`src/rtl/lvds_rx_if.sv`:
```
// ---------------------------------------------------------------------------
// lvds_rx_if : bundle of the LVDS receiver data-path signals.
//
//   i_ddr_data     [1:0]  de-serialised DDR pair, bit[1] earlier on the wire
//   i_fifo_full           downstream FIFO cannot accept a write this cycle
//   o_fifo_write          one-cycle write strobe for o_fifo_data
//   o_fifo_data    [31:0] {sign-extended I, sign-extended Q}
//   o_locked              receiver is locked to the frame structure
//   o_phase               selected bit alignment (0 even, 1 odd)
//   o_overflow_cnt [15:0] saturating count of data frames dropped on full
//   o_frame_err           pulse on each malformed frame seen while locked
//
// master : the side that drives the serial pairs and FIFO status
// slave  : the receiver itself
// ---------------------------------------------------------------------------
interface lvds_rx_if;
    logic [1:0]  i_ddr_data;
    logic        i_fifo_full;
    logic        o_fifo_write;
    logic [31:0] o_fifo_data;
    logic        o_locked;
    logic        o_phase;
    logic [15:0] o_overflow_cnt;
    logic        o_frame_err;

    modport master (
        output i_ddr_data, i_fifo_full,
        input  o_fifo_write, o_fifo_data, o_locked, o_phase,
               o_overflow_cnt, o_frame_err
    );

    modport slave (
        input  i_ddr_data, i_fifo_full,
        output o_fifo_write, o_fifo_data, o_locked, o_phase,
               o_overflow_cnt, o_frame_err
    );
endinterface

```
`src/rtl/lvds_rx.sv`:
```
// ---------------------------------------------------------------------------
// lvds_rx : frame aligner / de-framer for a 2-bit-per-cycle LVDS stream.
//
// Frame (32 bits, MSB first):
//   [31:30]=2'b10, [29:17]=I, [16]=type, [15:14]=2'b01, [13:1]=Q, [0]=0
//
// Ports:
//   i_ddr_clk   sample clock, all logic on the rising edge
//   i_reset_n   asynchronous active-low reset
//   bus         lvds_rx_if.slave (pairs in, FIFO write/status and lock out)
//
// Parameters:
//   LOCK_FRAMES consecutive good frames needed to declare lock
//   LOSS_FRAMES consecutive bad frames in lock that drop back to hunting
// ---------------------------------------------------------------------------
module lvds_rx #(
    parameter int LOCK_FRAMES = 4,
    parameter int LOSS_FRAMES = 2
) (
    input logic       i_ddr_clk,
    input logic       i_reset_n,
    lvds_rx_if.slave  bus
);

    localparam logic [1:0] HUNT   = 2'd0;
    localparam logic [1:0] CHECK  = 2'd1;
    localparam logic [1:0] LOCKED = 2'd2;

    localparam logic [7:0] LOCK_N = 8'(LOCK_FRAMES);
    localparam logic [7:0] LOSS_N = 8'(LOSS_FRAMES);

    // Only 33 history bits are ever observed (odd candidate reaches bit 32),
    // so the oldest bit of the 34-bit history is not stored.
    logic [32:0]        hist_p0;
    logic [1:0]         state;
    logic [3:0]         pair_cnt;
    logic [7:0]         good_cnt;
    logic [7:0]         bad_cnt;
    logic               phase;
    logic               vld_p1;
    logic [31:0]        data_p1;
    logic [15:0]        ovf_cnt;
    logic               err_p1;

    logic [31:0]        cand_even;
    logic [31:0]        cand_odd;
    logic [31:0]        cand_sel;
    logic               even_ok;
    logic               odd_ok;
    logic               sel_ok;
    logic               boundary;

    function automatic logic well_formed(input logic [1:0] head,
                                         input logic [1:0] mid,
                                         input logic       tail);
        return (head == 2'b10) && (mid == 2'b01) && !tail;
    endfunction

    function automatic logic signed [15:0] sext13(input logic signed [12:0] v);
        return 16'(v);
    endfunction

    function automatic logic [15:0] sat_inc16(input logic [15:0] v);
        return (v == 16'hFFFF) ? v : v + 16'd1;
    endfunction

    assign cand_even = hist_p0[31:0];
    assign cand_odd  = hist_p0[32:1];
    assign cand_sel  = phase ? cand_odd : cand_even;
    assign even_ok   = well_formed(cand_even[31:30], cand_even[15:14], cand_even[0]);
    assign odd_ok    = well_formed(cand_odd[31:30], cand_odd[15:14], cand_odd[0]);
    assign sel_ok    = well_formed(cand_sel[31:30], cand_sel[15:14], cand_sel[0]);
    // pair_cnt is cleared on the edge that found the first frame, so the
    // next complete frame sits in the history when the counter reads 15.
    assign boundary  = (pair_cnt == 4'd15);

    // ---- stage p0 -> p1: history shift, alignment FSM, FIFO write ----
    always_ff @(posedge i_ddr_clk or negedge i_reset_n) begin
        if (!i_reset_n) begin
            hist_p0  <= '0;
            state    <= HUNT;
            pair_cnt <= '0;
            good_cnt <= '0;
            bad_cnt  <= '0;
            phase    <= 1'b0;
            vld_p1   <= 1'b0;
            data_p1  <= '0;
            ovf_cnt  <= '0;
            err_p1   <= 1'b0;
        end else begin
            hist_p0 <= {hist_p0[31:0], bus.i_ddr_data};
            vld_p1  <= 1'b0;
            err_p1  <= 1'b0;
            case (state)
                HUNT: begin
                    if (even_ok || odd_ok) begin
                        phase    <= ~even_ok;   // even wins a tie
                        state    <= CHECK;
                        good_cnt <= 8'd1;
                        pair_cnt <= '0;
                    end
                end
                CHECK: begin
                    pair_cnt <= pair_cnt + 4'd1;
                    if (boundary) begin
                        if (sel_ok) begin
                            good_cnt <= good_cnt + 8'd1;
                            if (good_cnt + 8'd1 == LOCK_N) begin
                                state   <= LOCKED;
                                bad_cnt <= '0;
                            end
                        end else begin
                            state <= HUNT;
                        end
                    end
                end
                LOCKED: begin
                    pair_cnt <= pair_cnt + 4'd1;
                    if (boundary) begin
                        if (sel_ok) begin
                            bad_cnt <= '0;
                            if (cand_sel[16]) begin
                                if (!bus.i_fifo_full) begin
                                    vld_p1  <= 1'b1;
                                    data_p1 <= {sext13(cand_sel[29:17]),
                                                sext13(cand_sel[13:1])};
                                end else begin
                                    ovf_cnt <= sat_inc16(ovf_cnt);
                                end
                            end
                        end else begin
                            err_p1  <= 1'b1;
                            bad_cnt <= bad_cnt + 8'd1;
                            if (bad_cnt + 8'd1 == LOSS_N) begin
                                state <= HUNT;
                            end
                        end
                    end
                end
                default: state <= HUNT;
            endcase
        end
    end

    assign bus.o_fifo_write   = vld_p1;
    assign bus.o_fifo_data    = data_p1;
    assign bus.o_locked       = (state == LOCKED);
    assign bus.o_phase        = phase;
    assign bus.o_overflow_cnt = ovf_cnt;
    assign bus.o_frame_err    = err_p1;

endmodule

```
`src/flat_wrapper.sv`:
```
// flat-port wrapper written by rule: the top's interface ports become plain ports
module lvds_rx_flat 
#(
    parameter int LOCK_FRAMES = 4,
    parameter int LOSS_FRAMES = 2
)
  (i_ddr_clk, i_reset_n, bus_i_ddr_data, bus_i_fifo_full, bus_o_fifo_write, bus_o_fifo_data, bus_o_locked, bus_o_phase, bus_o_overflow_cnt, bus_o_frame_err);
  lvds_rx_if bus_i ();
  input logic i_ddr_clk;
  input logic i_reset_n;
  input wire logic [$bits(bus_i.i_ddr_data)-1:0] bus_i_ddr_data;
  input wire logic [$bits(bus_i.i_fifo_full)-1:0] bus_i_fifo_full;
  output wire logic [$bits(bus_i.o_fifo_write)-1:0] bus_o_fifo_write;
  output wire logic [$bits(bus_i.o_fifo_data)-1:0] bus_o_fifo_data;
  output wire logic [$bits(bus_i.o_locked)-1:0] bus_o_locked;
  output wire logic [$bits(bus_i.o_phase)-1:0] bus_o_phase;
  output wire logic [$bits(bus_i.o_overflow_cnt)-1:0] bus_o_overflow_cnt;
  output wire logic [$bits(bus_i.o_frame_err)-1:0] bus_o_frame_err;
  assign bus_i.i_ddr_data = bus_i_ddr_data;
  assign bus_i.i_fifo_full = bus_i_fifo_full;
  assign bus_o_fifo_write = bus_i.o_fifo_write;
  assign bus_o_fifo_data = bus_i.o_fifo_data;
  assign bus_o_locked = bus_i.o_locked;
  assign bus_o_phase = bus_i.o_phase;
  assign bus_o_overflow_cnt = bus_i.o_overflow_cnt;
  assign bus_o_frame_err = bus_i.o_frame_err;
  lvds_rx #(.LOCK_FRAMES(LOCK_FRAMES), .LOSS_FRAMES(LOSS_FRAMES)) u_core (.i_ddr_clk(i_ddr_clk), .i_reset_n(i_reset_n), .bus(bus_i));
endmodule
```
`config.mk`:
```
export PLATFORM = sky130hd
export DESIGN_NAME = lvds_rx_flat
export DESIGN_NICKNAME = d
export VERILOG_FILES = /design/src/rtl/lvds_rx_if.sv /design/src/rtl/lvds_rx.sv /design/src/flat_wrapper.sv
export SDC_FILE = /design/constraint.sdc
export NUM_CORES = 1
export LEC_CHECK = 0
export ABC_CLOCK_PERIOD_IN_PS = 4350
export BUFFER_PORTS_ARGS = -buffer_cell sky130_fd_sc_hd__buf_4
export CORE_ASPECT_RATIO = 0.9
export CORE_MARGIN = 5
export CORE_UTILIZATION = 62
export CTS_BUF_LIST = sky130_fd_sc_hd__clkbuf_16
export CTS_CLUSTER_DIAMETER = 120
export DETAILED_ROUTE_END_ITERATION = 10
export MAX_ROUTING_LAYER = met4
export PLACE_DENSITY = 0.85
export SYNTH_ARGS = -nofsm -noshare
export SYNTH_HDL_FRONTEND = slang
export SYNTH_SLANG_ARGS = --single-unit
```
`constraint.sdc`:
```
create_clock -name i_ddr_clk -period 4.35 [get_ports i_ddr_clk]
set_input_delay 0.435 -clock i_ddr_clk [delete_from_list [all_inputs] [get_ports i_ddr_clk]]
set_output_delay 0.435 -clock i_ddr_clk [all_outputs]
set_load 0.05 [all_outputs]
```
Yosys cells after proc, flatten, opt, wreduce, memory -nomap -nowiden
Cells that the tools add are included.
W data, S select, Z words.
- input port bits: 5
- register bits: 103
- equality and inequality tests: 20
- add/subtract/negate cells: 4
- reductions and logical operators: 22
- mux-type cells: 29
- bitwise logic cells: 3
- operators with widths (operator ; number):
    $mux W8 ; 8
    $mux W32 ; 1
    $pmux W8 S2 ; 2
    $add A16 B1 Y16 const B ; 1
    $add A8 B1 Y8 const B ; 2
    $eq A16 B16 Y1 const B ; 1
    $mux W2 ; 7
    $ne A2 B1 Y1 const B ; 6
    $reduce_and A6 Y1 ; 2
    $reduce_and A5 Y1 ; 2
    $eq A2 B1 Y1 const B ; 4
    $eq A2 B2 Y1 const B ; 4
    $eq A8 B2 Y1 const B ; 1
    $eq A8 B3 Y1 const B ; 1
    $mux W1 ; 8
    $pmux W4 S2 ; 1
    $logic_and A1 B1 Y1 ; 6
    $pmux W2 S3 ; 1
    $reduce_bool A2 Y1 ; 3
    $add A4 B1 Y4 const B ; 1
    $eq A4 B4 Y1 const B ; 1
    $mux W4 ; 1
    $reduce_and A2 Y1 ; 2
    $reduce_and A4 Y1 ; 1
    other kinds (7) ; 11

Longest topological paths before layout
Gate-level depths: netlist of the first run.
- word-level depth: 7
- depth in mapped cells: 8
- depth with buffers taken out: 7

Least setup slack after synthesis of the first run
Ideal clock, no wire load.
- kind: reg2reg
- from: reg u_core.phase, in the netlist u_core.bus.o_phase
- to: reg u_core.ovf_cnt[13], in the netlist u_core.bus.o_overflow_cnt[13]
- period minus slack after synthesis: 2.999 ns
- cell stages (with the launch flop): 8
- setup time: 0.140 ns
- buffers on the path: 1
- slack: 1.351 ns
- required time: 4.210 ns
- arrival: 2.859 ns
- path through: dfrtp_1 > or2_2 > a222oi_1 > nand4_1 > or4_1 > clkbuf_1 > or3_4 > xnor2_2
- cells in the longest elaborated chain, start to end: 5
- elaborated cells between the ends (all ways): 7
- ends and longest elaborated chain (what ; line ; RTL):
    start: declaration ; lvds_rx.sv:39 ; logic phase;
    start signal: assignment ; lvds_rx.sv:97 ; phase <= ~even_ok;
    $mux W32 (*) ; lvds_rx.sv:69 ; assign cand_sel = phase ? cand_odd : cand_even;
    $eq A2 B2 Y1 or $eq A2 B1 Y1 (tied branches) ; lvds_rx.sv:56 ; return (head == 2'b10) && (mid == 2'b01) && !tail;
    $logic_and A1 B1 Y1 (2 in a row) ; lvds_rx.sv:56 ;
    $reduce_and A6 Y1 (no source line) (*) ; -- ;
    end signal: assignment ; lvds_rx.sv:128 ; ovf_cnt <= sat_inc16(ovf_cnt);
    end: declaration ; lvds_rx.sv:42 ; logic [15:0] ovf_cnt;
Mark *: on every way between the ends. The rest lies on a longest branch, timed or not.
A chain may end at the register's enable or synchronous reset.

Final worst setup path of the first run
Same ends and word-level chain as after synthesis.

==> results of run 1 <==
## registers in the layout, indices dropped and copies added, names as in the netlist
name                       flops
u_core.good_cnt                8
u_core.state                   2
u_core.bus.o_fifo_data        26
u_core.hist_p0                33
u_core.pair_cnt                4
u_core.bus.o_fifo_write        1
u_core.bus.o_phase             1
u_core.bad_cnt                 8
u_core.bus.o_overflow_cnt     16
u_core.bus.o_frame_err         1
## metrics by stage
step | std cells | power (mW) | hold slack, ps | worst slack, ps | area (sq um)
2_1_floorplan | 396 | 1.41 | 139 | 1350 | 4370
5_1_grt | 544 | 2.54 | 193 | 518 | 5180
3_3_place_gp | 528 | 1.50 | 379 | 975 | 4820
3_5_place_dp | 528 | 1.51 | 384 | 894 | 4820
4_1_cts | 544 | 2.45 | 193 | 855 | 5180
6_report | 544 | 2.43 | 173 | 861 | 5180
## cell families after synthesis
logic type	after synthesis
simple gates	137
flops	100
compound gates	68
mux	35
buf+inv	26
xor+xnor	21
fa+ha+maj	9
## metal layers
layer / wire (um) / up-vias / track usage [%] / share of wire, %
met5: 0 / - / - / 0
met1: 3750 / 1475 / 27.3 / 45
met4: 129 / 0 / 6.82 / 1.6
li1: - / 1476 / - / -
met2: 4050 / 61 / 33.5 / 49
met3: 379 / 13 / 4.86 / 4.6
## worst paths after layout
| path | to | slack [ps] | from | cells past startpoint |
|---|---|---|---|---|
| max | u_core.bus.o_overflow_cnt[13]$_DFFE_PN0P_ | 860 | u_core.bus.o_phase$_DFFE_PN0P_ | 7 |
| min | u_core.bus.o_fifo_data[20]$_DFFE_PN0P_ | 170 | i_reset_n | 1 |
| max reg2reg | u_core.bus.o_overflow_cnt[13]$_DFFE_PN0P_ | 860 | u_core.bus.o_phase$_DFFE_PN0P_ | 7 |
| min reg2reg | u_core.hist_p0[19]$_DFF_PN0_ | 400 | u_core.hist_p0[17]$_DFF_PN0_ | 0 |
| max in group asynchronous | u_core.bus.o_overflow_cnt[12]$_DFFE_PN0P_ | 3230 | i_reset_n | 2 |
| min in group i_ddr_clk | u_core.hist_p0[1]$_DFF_PN0_ | 200 | bus_i_ddr_data[1] | 1 |
## worst max-delay path, delay by kind of cell (launching register included)
family | cells | cell delay, ps
AND/OR/NAND/NOR | 4 | 1500
AO/OA/AOI/OAI | 1 | 710
XOR/XNOR | 1 | 130
buffers and inverters | 1 | 440
flip-flops | 1 | 600
## power by group through the flow
stage          logic, mW  registers [mW]  clock network (mW)
2_1_floorplan      0.355            1.05                   0
3_3_place_gp       0.446            1.05                   0
3_5_place_dp       0.456            1.06                   0
4_1_cts            0.463            1.04               0.947
5_1_grt            0.507            1.05               0.987
6_report           0.460            1.04               0.933
## area by class of cell
cell class              count  area [sq um]
well taps                  93           116
repair buffers             59           443
clock inverters             7           128
clock buffers               9           225
fillers                   467          1790
inverters                   6          22.5
multi-input cells         270          1740
flip-flops and latches    100          2500
## cell usage in the layout, fill, tap and decap left out, drive strengths merged, types with 10 or more instances in the layout
cell type	count
xnor2	11
xor2	10
nand2	55
nand3	10
dfrtp	100
nor2	21
o21ai	41
buf	59
inv	10
mux2i	32
==> flow_summary.toml, run 1 <==
[outcome]
status = "finished, final reports clean"

[clocking]
cts_tree = "built"
root_buffer = "clkbuf_16"
cts_max_path_buffers = 2
ctsHoldBuffers = 0
cts.clk_slew.worst_paths_ps = 70
post_cts_resize_count = 0
cts-buffers-inserted = 9
htree_num_levels = 3
cts_sinks = 100
post-cts-setup-buffer-count = 0
clkLatencyLatePin_ps = 340

[synth]
synth.avg_cell_area_sq_um = 11.0
synth.area.mux_share_pct = 8.11
synth_top_family_by_area = "simple AND/OR/NAND/NOR gates"
synth-simple-area-share_pct = 15.6
synth_seq_cells = 100
synth_edf_count = 0
synth_area_sq_mm = 0.00437
ys.flop_type = "dfrtp_1"
synth_most_common_cell = "dfrtp_1"
yosysTopAreaCellShare_pct = 57.3
synth_commonest_cells = "dfrtp_1 (100), nand2_1 (55), o21ai_0 (41)"
post_synth_fa_ha_maj_area_fraction_pct = 2.58
synth_warnings = 0
synth-xor-area-share_pct = 4.38
synth_compound_area_share_pct = 9.14
synth-seq-area-share_pct = 57.3
ys_types = 47
syn_inst = 396
synth_top_area_cell = "dfrtp_1"
synthArstFlopShare_pct = 100
synthTopCellsByArea = "dfrtp_1 (57%), mux2i_1 (7.3%), nand2_1 (4.7%)"
synth_nets = 410

[pwr]
switching_share_pct = 28.3
internal_power_mw = 1.74
worst_ir_drop_vdd_mv = 0.280
switchingPower_mw = 0.689
seqPwrFrac_pct = 42.7
leakage_nw = 2.53
power.clock.fraction_pct = 38.4
powerDensity_mw_per_mm2 = 470
combPwrFrac_pct = 18.9

[placed_design]
gp_congestion = 0.816
dp_hpwl_um = 5640
io_buffer_count = 56

[detailed_routing]
routed_wirelength_um = 8300
drtIter0Drc = 174
vias_per_cell = 5.56
vias = 3025
postRouteAntennaNets = 0
routedWlPerCell_um = 15.3
route.detailed.drc = 0
first_pass_iters = 4

[floorplan]
ios = 57
dieArea_sq_mm = 0.00882
die_x_um = 98.5
die_y_um = 89.6
coreArea_sq_mm = 0.00697
fp-row-count = 29
initial_core_util_pct = 62.7

[grt]
grt_overflow = 0
grt_max_degree = 66
antenna_found_initial = 0
globalRouteTotalUtil_pct = 21.0
grt_pass1_vias = 3024
grt_pass1_wl_um = 14500

[setup_path]
endpoint_kind = "register"
worstPathRequired_ps = 4580
crit_path_top_delay_cell = "a222oi_1"
critical_path.cell_chain = "buf_4 > nand2b_1 > a222oi_1 > nand4_1 > or4_1 > or3_4 > xnor2_2"
crit_fanout = 24
crit_arrival_ps = 3720
cpPeakStageDelay_ps = 710
worstSetupPathType = "reg -> reg"
crit_path_start_kind = "register"

[timing]
min_period_ps = 3490
setup_tns_ps = 0
rsz0062_at_grt = "no"
tightest_slew_ps = 796
finalSetupViolCount = 0
max-slew-margin-rel_pct = 46.9
clock_skew_ps = 8.26
finalHoldViolations = 0
period_share_pct = 80.2
fmax_mhz = 287
finalMaxSlewViolations = 0

[finish]
drive_above_1_share_pct = 18.2
diodes = 0
final_nets = 460
fin_util_pct = 74.3
area_delta_synth_final_pct = 18.5

[job]
cap_violations = 0

[worst_hold_path]
min_path_type = "in -> async"
Note: power is estimated with default switching activity, not from simulation.
==> run 2, diff against run 1 <==
Settings changed: ABC_CLOCK_PERIOD_IN_PS 4350 to 3070, CORE_UTILIZATION 62 to 52, PLACE_DENSITY 0.85 to 0.76.
Clock period 4.35 ns to 3.07 ns, I/O delays scaled along.
==> flow_summary.toml, run 2 (synthesized netlist as in run 1, its figures left out) <==
[timing]
finalHoldViolations = 0
max-slew-margin-rel_pct = 29.0
fin_hold_ws_ps = 71.6
finalMaxSlewViolations = 0
min_period_ps = 2510
setup_tns_ps = 0
fmax_mhz = 398
setup_ws_ps = 557
period_share_pct = 81.9
clock_skew_ps = 5.46
rsz0062_at_grt = "no"
finalSetupViolCount = 0
tightest_slew_ps = 1060

[grt]
globalRouteTotalUtil_pct = 17.6
grt_max_degree = 89
grt_overflow = 0
grt_pass1_wl_um = 14600
grt_pass1_vias = 3081
antenna_found_initial = 0

[floorplan]
die_x_um = 107
initial_core_util_pct = 53.9
die_y_um = 96.9
fp-row-count = 31
ios = 57
dieArea_sq_mm = 0.0103
coreArea_sq_mm = 0.00811

[finish]
layout_common_cells = "dfrtp_1 (100), buf_4 (64), nand2_1 (55)"
regMostFlops = "u_core.hist_p0"
drive_above_1_share_pct = 18.9
fin_area_sq_mm = 0.00517
area_delta_synth_final_pct = 18.3
diodes = 0
final_nets = 465
largest_reg_flops = 33
final_cell_count_no_fill = 555
final_common_cell = "dfrtp_1"
fin_util_pct = 63.7

[placed_design]
placed_area_sq_mm = 0.00487
io_buffer_count = 56
placed_cells = 539
gp_congestion = 0.807
dp_hpwl_um = 5700
pre_cts_slack_ps = 579

[clocking]
root_buffer = "clkbuf_16"
cts.clk_slew.worst_paths_ps = 70
cts_sinks = 100
cts_tree = "built"
ctsHoldBuffers = 0
cts-buffers-inserted = 9
clkLatencyLatePin_ps = 340
htree_num_levels = 3
cts_max_path_buffers = 2
post-cts-setup-buffer-count = 0
post_cts_resize_count = 0

[pwr]
worst_ir_drop_vdd_mv = 0.382
power.clock.fraction_pct = 34.5
switching_share_pct = 29.4
leakage_nw = 2.53
internal_power_mw = 2.31
report.power.total_mw = 3.27
combPwrFrac_pct = 21.0
switchingPower_mw = 0.963
seqPwrFrac_pct = 44.5
powerDensity_mw_per_mm2 = 633

[detailed_routing]
first_pass_iters = 5
postRouteAntennaNets = 0
route.detailed.drc = 0
drtIter0Drc = 144
vias = 3058
routedWlPerCell_um = 15.2
vias_per_cell = 5.51
routed_wirelength_um = 8450

[setup_path]
crit_path_start_kind = "register"
endpoint_kind = "register"
crit_arrival_ps = 2740
worstSetupPathType = "reg -> reg"
worstPathRequired_ps = 3300
crit_fanout = 22

[worst_hold_path]
min_path_type = "in -> reg"

[outcome]
status = "finished, final reports clean"

[job]
cap_violations = 0
run 2: cell count changes in the layout (fill, tap and decap cells not counted):
| cell | before | now |
|---|---|---|
| inv_8 | 1 | 0 |
| clkinv_2 | 0 | 1 |
| buf_4 | 59 | 64 |
| bufinv_16 | 3 | 1 |
| clkinvlp_4 | 0 | 1 |
| clkinv_1 | 0 | 1 |
run 2: layout make-up:
| class | instances | area (sq um) |
|---|---|---|
| clock buffers | 9 | 225 |
| clock inverters | 7 | 72.6 |
| fillers | 662 | 2940 |
| inverters | 6 | 22.5 |
| multi-input cells | 270 | 1740 |
| flip-flops and latches | 100 | 2500 |
| well taps | 99 | 124 |
| repair buffers | 64 | 480 |
run 2: final timing paths:
path	from	to	slack, ps	cells past startpoint
min in group asynchronous	i_reset_n	u_core.bus.o_fifo_data[6]$_DFFE_PN0P_	160	1
worst min register to register	u_core.hist_p0[26]$_DFF_PN0_	u_core.hist_p0[28]$_DFF_PN0_	400	0
worst max-delay path	u_core.bus.o_phase$_DFFE_PN0P_	u_core.bus.o_overflow_cnt[13]$_DFFE_PN0P_	560	7
worst max register to register	u_core.bus.o_phase$_DFFE_PN0P_	u_core.bus.o_overflow_cnt[13]$_DFFE_PN0P_	560	7
max in group asynchronous	i_reset_n	u_core.bad_cnt[4]$_DFFE_PN0P_	2120	2
worst min-delay path	bus_i_ddr_data[1]	u_core.hist_p0[1]$_DFF_PN0_	70	1
run 2: worst max-delay path: stages, from the launching register on:
cell and delay (ps):
dfrtp_1 380, buf_4 340, nand3b_1 130, a222oi_1 350, nand4_1 180, or4_1 520
or3_4 360, xnor2_2 130
run 2: layer usage:
metal | vias to the layer above | GRT usage (%) | wire length [um]
met5 | - | - | 0
met2 | 74 | 27.3 | 4100
met4 | 0 | 6.19 | 131
li1 | 1488 | - | -
met3 | 12 | 4.26 | 406
met1 | 1484 | 22.7 | 3820
run 2: power groups by stage:
stage	Combinational [mW]	Sequential [mW]	Clock (mW)
3_5_place_dp	0.683	1.48	0
4_1_cts	0.690	1.45	1.16
3_3_place_gp	0.667	1.47	0
5_1_grt	0.752	1.47	1.22
6_report	0.687	1.45	1.13
2_1_floorplan	0.504	1.49	0
